[config.mk]
export PLATFORM = sky130hd
export DESIGN_NAME = spi_lane_engine
export DESIGN_NICKNAME = d
export VERILOG_FILES = /design/src/rtl/spi_lane_engine.sv
export SDC_FILE = /design/constraint.sdc
export NUM_CORES = 1
export LEC_CHECK = 0
export ABC_AREA = 1
export CAP_MARGIN = 20
export CORE_UTILIZATION = 35
export CTS_CLUSTER_SIZE = 14
export DETAILED_ROUTE_END_ITERATION = 8
export HOLD_SLACK_MARGIN = 0.15
export PLACE_DENSITY_LB_ADDON = 0.12
export SLEW_MARGIN = 20
export SYNTH_ARGS = -nofsm -noshare
export SYNTH_HDL_FRONTEND = slang
export SYNTH_SLANG_ARGS = --single-unit
export TNS_END_PERCENT = 10
[constraint.sdc]
create_clock -name clk_i -period 3.7 [get_ports clk_i]
set_clock_uncertainty 0.2 [all_clocks]
set_input_delay 0.925 -clock clk_i [delete_from_list [all_inputs] [get_ports clk_i]]
set_output_delay 0.925 -clock clk_i [all_outputs]
set_load 0.005 [all_outputs]
[src/rtl/spi_lane_engine.sv]
// SPI master shift engine: serialises one right-aligned frame of 8/16/24/32
// bits over 1, 2 or 4 IO lanes with CPOL/CPHA, MSB/LSB order, a programmable
// SCK divider and chip-select handling. Frames can run back-to-back with CS
// held. The RX side is a single holding register with valid/ready
// backpressure, and the engine waits in WAIT_RX rather than drop a frame.
module spi_lane_engine #(
    parameter int DATA_WIDTH = 32,
    parameter int NSS_NUM    = 4,
    parameter int DIV_WIDTH  = 16
) (
    input  logic                  clk_i,
    input  logic                  rst_i,
    input  logic                  en_i,
    input  logic                  cpol_i,
    input  logic                  cpha_i,
    input  logic                  lsb_i,
    input  logic [1:0]            spm_i,
    input  logic [1:0]            tdtb_i,
    input  logic                  rwm_i,
    input  logic                  ass_i,
    input  logic [NSS_NUM-1:0]    nss_sel_i,
    input  logic [DIV_WIDTH-1:0]  div_i,
    input  logic                  tx_valid_i,
    output logic                  tx_ready_o,
    input  logic [DATA_WIDTH-1:0] tx_data_i,
    output logic                  rx_valid_o,
    input  logic                  rx_ready_i,
    output logic [DATA_WIDTH-1:0] rx_data_o,
    output logic                  busy_o,
    output logic                  spi_sck_o,
    output logic [NSS_NUM-1:0]    spi_nss_o,
    output logic [3:0]            spi_io_en_o,
    output logic [3:0]            spi_io_out_o,
    input  logic [3:0]            spi_io_in_i
);

    typedef enum logic [2:0] {
        S_IDLE,
        S_SETUP,
        S_SHIFT,
        S_HOLD,
        S_WAIT_RX
    } state_t;

    // Next beat to drive, taken from the edge of the shift register that
    // matches the bit order. MSB-first: the top lane carries the highest bit.
    function automatic logic [3:0] f_beat(input logic [DATA_WIDTH-1:0] sr,
                                          input logic [1:0] lsh,
                                          input logic lsb);
        logic [3:0] b;
        b = 4'b0000;
        case (lsh)
            2'd0:    b[0]   = lsb ? sr[0]   : sr[DATA_WIDTH-1];
            2'd1:    b[1:0] = lsb ? sr[1:0] : sr[DATA_WIDTH-1 -: 2];
            default: b      = lsb ? sr[3:0] : sr[DATA_WIDTH-1 -: 4];
        endcase
        return b;
    endfunction

    // Drop the beat just driven (lanes = 1 << lsh bits).
    function automatic logic [DATA_WIDTH-1:0] f_shift(input logic [DATA_WIDTH-1:0] sr,
                                                      input logic [1:0] lsh,
                                                      input logic lsb);
        int n;
        n = 1 << lsh;
        return lsb ? (sr >> n) : (sr << n);
    endfunction

    // Frame state
    state_t                r_state;
    logic [DIV_WIDTH-1:0]  r_cnt;
    logic [DIV_WIDTH-1:0]  r_div;
    logic [5:0]            r_half;
    logic [5:0]            r_last_half;
    logic [5:0]            r_nbits;
    logic [1:0]            r_lsh;
    logic                  r_cpha;
    logic                  r_lsb;
    logic                  r_ass;
    logic                  r_sck;
    logic [NSS_NUM-1:0]    r_nss;
    logic [3:0]            r_io_en;
    logic [3:0]            r_io_out;
    logic [DATA_WIDTH-1:0] r_tx;
    logic [DATA_WIDTH-1:0] r_rx;
    logic                  r_rx_valid;
    logic [DATA_WIDTH-1:0] r_rx_data;

    // Decode of the live configuration, used only at frame acceptance
    logic [1:0]            w_lsh;
    logic [5:0]            w_nbits;
    logic [5:0]            w_beats;
    logic [5:0]            w_last_half;
    logic [3:0]            w_io_en;
    logic [DATA_WIDTH-1:0] w_mask;
    logic [DATA_WIDTH-1:0] w_tx_align;

    assign w_lsh       = spm_i[1] ? 2'd2 : (spm_i[0] ? 2'd1 : 2'd0);
    assign w_nbits     = {({1'b0, tdtb_i} + 3'd1), 3'b000};
    assign w_beats     = w_nbits >> w_lsh;
    // 32 beats wraps to 0 before the decrement, giving 63 as required.
    assign w_last_half = (w_beats << 1) - 6'd1;
    assign w_mask      = {DATA_WIDTH{1'b1}} >> (DATA_WIDTH - int'(w_nbits));
    // MSB-first frames are left-aligned so the top bit leaves first;
    // LSB-first frames stay right-aligned with the unused bits cleared.
    assign w_tx_align  = lsb_i ? (tx_data_i & w_mask)
                               : (tx_data_i << (DATA_WIDTH - int'(w_nbits)));

    // Lane output enables: std drives MOSI only; dual/quad follow rwm.
    always_comb begin
        w_io_en = 4'b0000;
        case (w_lsh)
            2'd0:    w_io_en = 4'b0001;
            2'd1:    w_io_en = rwm_i ? 4'b0000 : 4'b0011;
            default: w_io_en = rwm_i ? 4'b0000 : 4'b1111;
        endcase
    end

    // Receive path: gather the sampled lanes (MISO is io1 in std mode).
    logic [3:0]            w_s;
    int                    w_rl;
    logic [DATA_WIDTH-1:0] w_rx_shift;
    logic [DATA_WIDTH-1:0] w_rx_final;

    always_comb begin
        w_s = 4'b0000;
        case (r_lsh)
            2'd0:    w_s[0]   = spi_io_in_i[1];
            2'd1:    w_s[1:0] = spi_io_in_i[1:0];
            default: w_s      = spi_io_in_i;
        endcase
    end

    assign w_rl       = 1 << r_lsh;
    assign w_rx_shift = r_lsb ? ((r_rx >> w_rl) | (DATA_WIDTH'(w_s) << (DATA_WIDTH - w_rl)))
                              : ((r_rx << w_rl) | DATA_WIDTH'(w_s));
    // LSB-first data accumulates at the top and is right-aligned on delivery.
    assign w_rx_final = r_lsb ? (r_rx >> (DATA_WIDTH - int'(r_nbits))) : r_rx;

    // Handshake decode
    logic w_half_end;
    logic w_sample_edge;
    logic w_rx_free;
    logic w_frame_end;
    logic w_accept;

    assign w_half_end    = (r_cnt == r_div);
    // Even half-period ends are leading edges, odd ones trailing.
    assign w_sample_edge = (r_half[0] == r_cpha);
    assign w_rx_free     = ~r_rx_valid | rx_ready_i;
    assign w_frame_end   = ((r_state == S_HOLD) & w_half_end & w_rx_free) |
                           ((r_state == S_WAIT_RX) & rx_ready_i);
    assign tx_ready_o    = ~rst_i & en_i &
                           (((r_state == S_IDLE) & ~r_rx_valid) | w_frame_end);
    assign w_accept      = tx_valid_i & tx_ready_o;

    // Main FSM: SCK timing, lane shifting, RX delivery and CS control.
    always_ff @(posedge clk_i) begin
        if (rst_i) begin
            r_state     <= S_IDLE;
            r_cnt       <= '0;
            r_div       <= '0;
            r_half      <= '0;
            r_last_half <= '0;
            r_nbits     <= '0;
            r_lsh       <= '0;
            r_cpha      <= 1'b0;
            r_lsb       <= 1'b0;
            r_ass       <= 1'b0;
            r_sck       <= 1'b0;
            r_nss       <= '1;
            r_io_en     <= '0;
            r_io_out    <= '0;
            r_tx        <= '0;
            r_rx        <= '0;
            r_rx_valid  <= 1'b0;
            r_rx_data   <= '0;
        end else begin
            if (r_rx_valid && rx_ready_i)
                r_rx_valid <= 1'b0;

            case (r_state)
                S_IDLE: ;
                S_SETUP: begin
                    if (w_half_end) begin
                        r_cnt   <= '0;
                        r_half  <= '0;
                        r_state <= S_SHIFT;
                    end else begin
                        r_cnt <= r_cnt + 1'b1;
                    end
                end
                S_SHIFT: begin
                    if (w_half_end) begin
                        r_cnt <= '0;
                        r_sck <= ~r_sck;
                        if (w_sample_edge) begin
                            r_rx <= w_rx_shift;
                        end else begin
                            r_io_out <= f_beat(r_tx, r_lsh, r_lsb);
                            r_tx     <= f_shift(r_tx, r_lsh, r_lsb);
                        end
                        if (r_half == r_last_half)
                            r_state <= S_HOLD;
                        else
                            r_half <= r_half + 6'd1;
                    end else begin
                        r_cnt <= r_cnt + 1'b1;
                    end
                end
                S_HOLD: begin
                    if (w_half_end) begin
                        r_cnt <= '0;
                        if (!w_rx_free)
                            r_state <= S_WAIT_RX;
                    end else begin
                        r_cnt <= r_cnt + 1'b1;
                    end
                end
                S_WAIT_RX: ;
                default: r_state <= S_IDLE;
            endcase

            // Deliver the frame and release the bus; an accept below
            // overrides the release so CS stays low for the next frame.
            if (w_frame_end) begin
                r_rx_valid <= 1'b1;
                r_rx_data  <= w_rx_final;
                r_state    <= S_IDLE;
                r_nss      <= '1;
                r_io_en    <= '0;
                r_io_out   <= '0;
            end

            if (w_accept) begin
                r_state     <= S_SETUP;
                r_cnt       <= '0;
                r_half      <= '0;
                r_div       <= div_i;
                r_last_half <= w_last_half;
                r_nbits     <= w_nbits;
                r_lsh       <= w_lsh;
                r_cpha      <= cpha_i;
                r_lsb       <= lsb_i;
                r_ass       <= ass_i;
                r_sck       <= cpol_i;
                r_nss       <= ass_i ? ~nss_sel_i : '1;
                r_io_en     <= w_io_en;
                r_rx        <= '0;
                // With cpha=0 the first beat must be on the lines before
                // the leading edge; with cpha=1 it goes out on that edge.
                if (cpha_i) begin
                    r_io_out <= 4'b0000;
                    r_tx     <= w_tx_align;
                end else begin
                    r_io_out <= f_beat(w_tx_align, w_lsh, lsb_i);
                    r_tx     <= f_shift(w_tx_align, w_lsh, lsb_i);
                end
            end
        end
    end

    // Outputs: SCK follows cpol while idle; manual CS is a straight pass-through.
    logic w_ass_eff;
    assign w_ass_eff    = (r_state == S_IDLE) ? ass_i : r_ass;
    assign spi_sck_o    = (r_state == S_IDLE) ? cpol_i : r_sck;
    assign spi_nss_o    = w_ass_eff ? r_nss : ~nss_sel_i;
    assign spi_io_en_o  = r_io_en;
    assign spi_io_out_o = r_io_out;
    assign busy_o       = (r_state != S_IDLE);
    assign rx_valid_o   = r_rx_valid;
    assign rx_data_o    = r_rx_data;

endmodule

==> qor.txt <==
worst path bufs/invs: 3
global-route wire length before repair: 107300 um
number of setup buffers added after CTS: 0
Die ar.: 44950 sq um
Clock transition at path regs: 0.07 ns
Non-Filler Instances: 3428
IR Drop Worst-Case VDD: 0.3005 mV
Clock Sinks: 164
dpl hpwl: 52640 um
number of synthesis warnings: 0
max cap viols: 0
Async SR Flop Fraction: 0
commonest non-fill, non-tap cell in the layout: nand2_1
initial antenna violation count: 0
syn_area_per_cell: 5.593 sq um
setup TNS: 0 ns
GRT Util Overall: 0.3139
period utilization: 0.9750
root buffer cell: clkbuf_16
clock latency on the worst-skew pair: 0.49 ns
FF+latch count, synth: 164
CP Capture Type: primary output
Crit path largest cell delay: 0.49 ns
R2R Setup Slk: 0.38 ns
Slowest-stage cell, CP: clkdlybuf4s50_1
layout cells sized above 1: 0.07351
final instance area: 18070 sq um
Internal Power: 3742 uW
DRT iter0 DRCs: 2574
Logic pwr share: 0.390
Vias: 19360
antenna viol nets, final: 0
delay-heaviest family, CP: buffers and inverters
largest net degree at the start of global routing: 130
Post-Route WL: 70470 um
CP arrival: 2.48 ns
CTS Hold Bufs: 0
Synth-to-Final Area Change: 17.07%
Fin. Hold Viols: 0
Crit Path Max Fanout: 2
EDFF count, synth: 0
CTS Buf Count: 17
H-tree levels: 4
most frequent cells in the layout: nand2_1, o21ai_0, nor2_1
Pwr Density: 360.5 nW/um^2
Ant. Diodes: 0
post-synthesis sequential area ratio: 0.2127
Port Buffer Count: 117
Post-Place Cells: 3396
Post-Syn Area: 15440 sq um
unrepaired setup endpoints after global routing: false
synth top area cells: nand2_1, dfxtp_1, o21ai_0
Filler cells: 4857
critical path, cell by cell: clkdlybuf4s50_1 -> nor2_1 -> nor2_1 -> nand3_2 -> nand3_2 -> nand2_1 -> inv_1 -> clkdlybuf4s50_1
Die Wd: 212.0 um
Yosys top cell by area: nand2_1
final net count: 2912
Post-Syn Nets: 2842
Via density: 5.647
Starting Density: 0.3568
Longest Clk Path Bufs: 2
grt ovf: 0
WP data required: 2.57 ns
drt first pass iters: 6
P_leak: 0.007865 uW
sequential power share: 0.311
P_sw: 2773 uW
synthesized instance count: 2760
Die Y: 212.0 um
Tmin final: 3.608 ns
Final Max Tran Viols: 0
Final setup viols: 0
clock share of power: 0.299
synth unique cells: 58
Residual DRC: 0
Worst Hold Class: flop to flop
ys flop type: dfxtp_1
Fmax: 0.2772 GHz
Worst-Margin Slew: 0.8218 ns
drt wl/cell: 20.56 um
vias in the first global route: 17820
CTS tree: done
element type at the critical path start: input pin
area post-placement: 17450 sq um
outcome: complete, no violations
Switching Share: 0.4257
core area: 43270 sq um
Slew HR: 0.4501
Rows: 76
crit path kind: input pin to primary output
# IOs: 118
area share of the largest cell type after synthesis: 0.2193
GPL Wtd Cong: 0.9552
==> power by group through the flow <==
stage                     Clock, uW  Sequential (uW)  Combinational, uW
final                          1950             2020               2540
after global routing           2050             2030               2790
after CTS                      1980             2020               2490
after detailed placement          0             2060               2470
after global placement            0             2060               2480
after floorplan                   0             2000               1620
==> cell usage after synthesis, types with 14 or more instances <==
cell type	instances
inv_1	210
nand3_1	204
dfxtp_1	164
nand2_1	902
a31oi_1	18
mux2i_1	25
clkbuf_1	75
o21ai_1	17
o211ai_1	25
a21oi_1	173
o22ai_1	26
buf_4	14
inv_2	19
o221ai_1	15
buf_2	50
buf_1	19
nand4_1	26
nor3_1	24
o21ai_0	358
a22oi_1	22
nor2_1	226
==> kinds of logic after synthesis <==
family,Yosys count,share of synthesized area
buffers and inverters,401,0.1094
DFF,164,0.2127
xor gates and xnor gates,16,0.009077
and+or+nand+nor,1434,0.3869
adders and majority gates,12,0.009726
muxes,25,0.01621
AOI/OAI and AO/OA,708,0.2560
==> worst reg2reg max path, delay by kind of cell, from the launching register on <==
kind | cells | cell delay [ns]
flops | 1 | 0.35
simple gates | 3 | 0.42
compound gates | 5 | 1.24
fa+ha+maj | 2 | 0.60
buf+inv | 2 | 0.38
==> layer usage <==
metal  track usage  wire (um)
met1        0.4634      32870
met2        0.4635      29860
met3       0.04727       6253
met4       0.09395       1485
met5             0          0
==> worst paths after layout <==
| kind | startpoint | endpoint | cells past startpoint |
|---|---|---|---|
| max | rx_ready_i | tx_ready_o | 8 |
| min | r_cpha$_SDFFE_PP0N_ | r_cpha$_SDFFE_PP0N_ | 2 |
| max reg2reg | r_lsh[0]$_SDFFE_PP0N_ | r_rx[15]$_SDFFE_PP0P_ | 12 |
| min reg2reg | r_cpha$_SDFFE_PP0N_ | r_cpha$_SDFFE_PP0N_ | 2 |
==> through the flow <==
stage	hold slack (ns)	setup slack [ns]	utilization	total power [uW]
after global routing	0.2942	0.01940	0.4177	6867
after detailed placement	0.2589	-0.2366	0.4033	4531
after global placement	0.2591	-0.2853	0.4033	4542
final	0.2722	0.09246	0.4177	6515
after CTS	0.2691	0.01430	0.4175	6487
after floorplan	0.2378	0.5738	-	3621
==> state kept, by name, summed over array words and instances, names as in the netlist <==
register,cells
r_lsh,2
spi_io_en_o,3
r_div,16
r_rx,32
r_nbits,3
spi_io_out_o,4
r_sck,1
r_nss,4
r_cpha,1
rx_data_o,32
r_tx,32
r_cnt,16
r_last_half,6
r_state,3
r_ass,1
rx_valid_o,1
r_half,6
r_lsb,1
==> timing repair <==
item / in CTS / in global routing
endpoints found under the setup margin: 0 / 5
gates resized for setup: 0 / 3
hold endpoints to repair: 0 / 0
==> layout make-up <==
| class | instances | area (sq um) | area share |
|---|---|---|---|
| multi-input cells | 2195 | 10510 | 0.5813 |
| inverters | 234 | 880.8 | 0.04874 |
| flip-flops and latches | 164 | 3283 | 0.1817 |
| repair buffers | 218 | 2054 | 0.1137 |
| clock buffers | 18 | 429.2 | 0.02375 |
| well taps | 585 | 732.0 | 0.04050 |
| clock inverters | 14 | 186.4 | 0.01032 |
(Power assumes the default switching activity.)
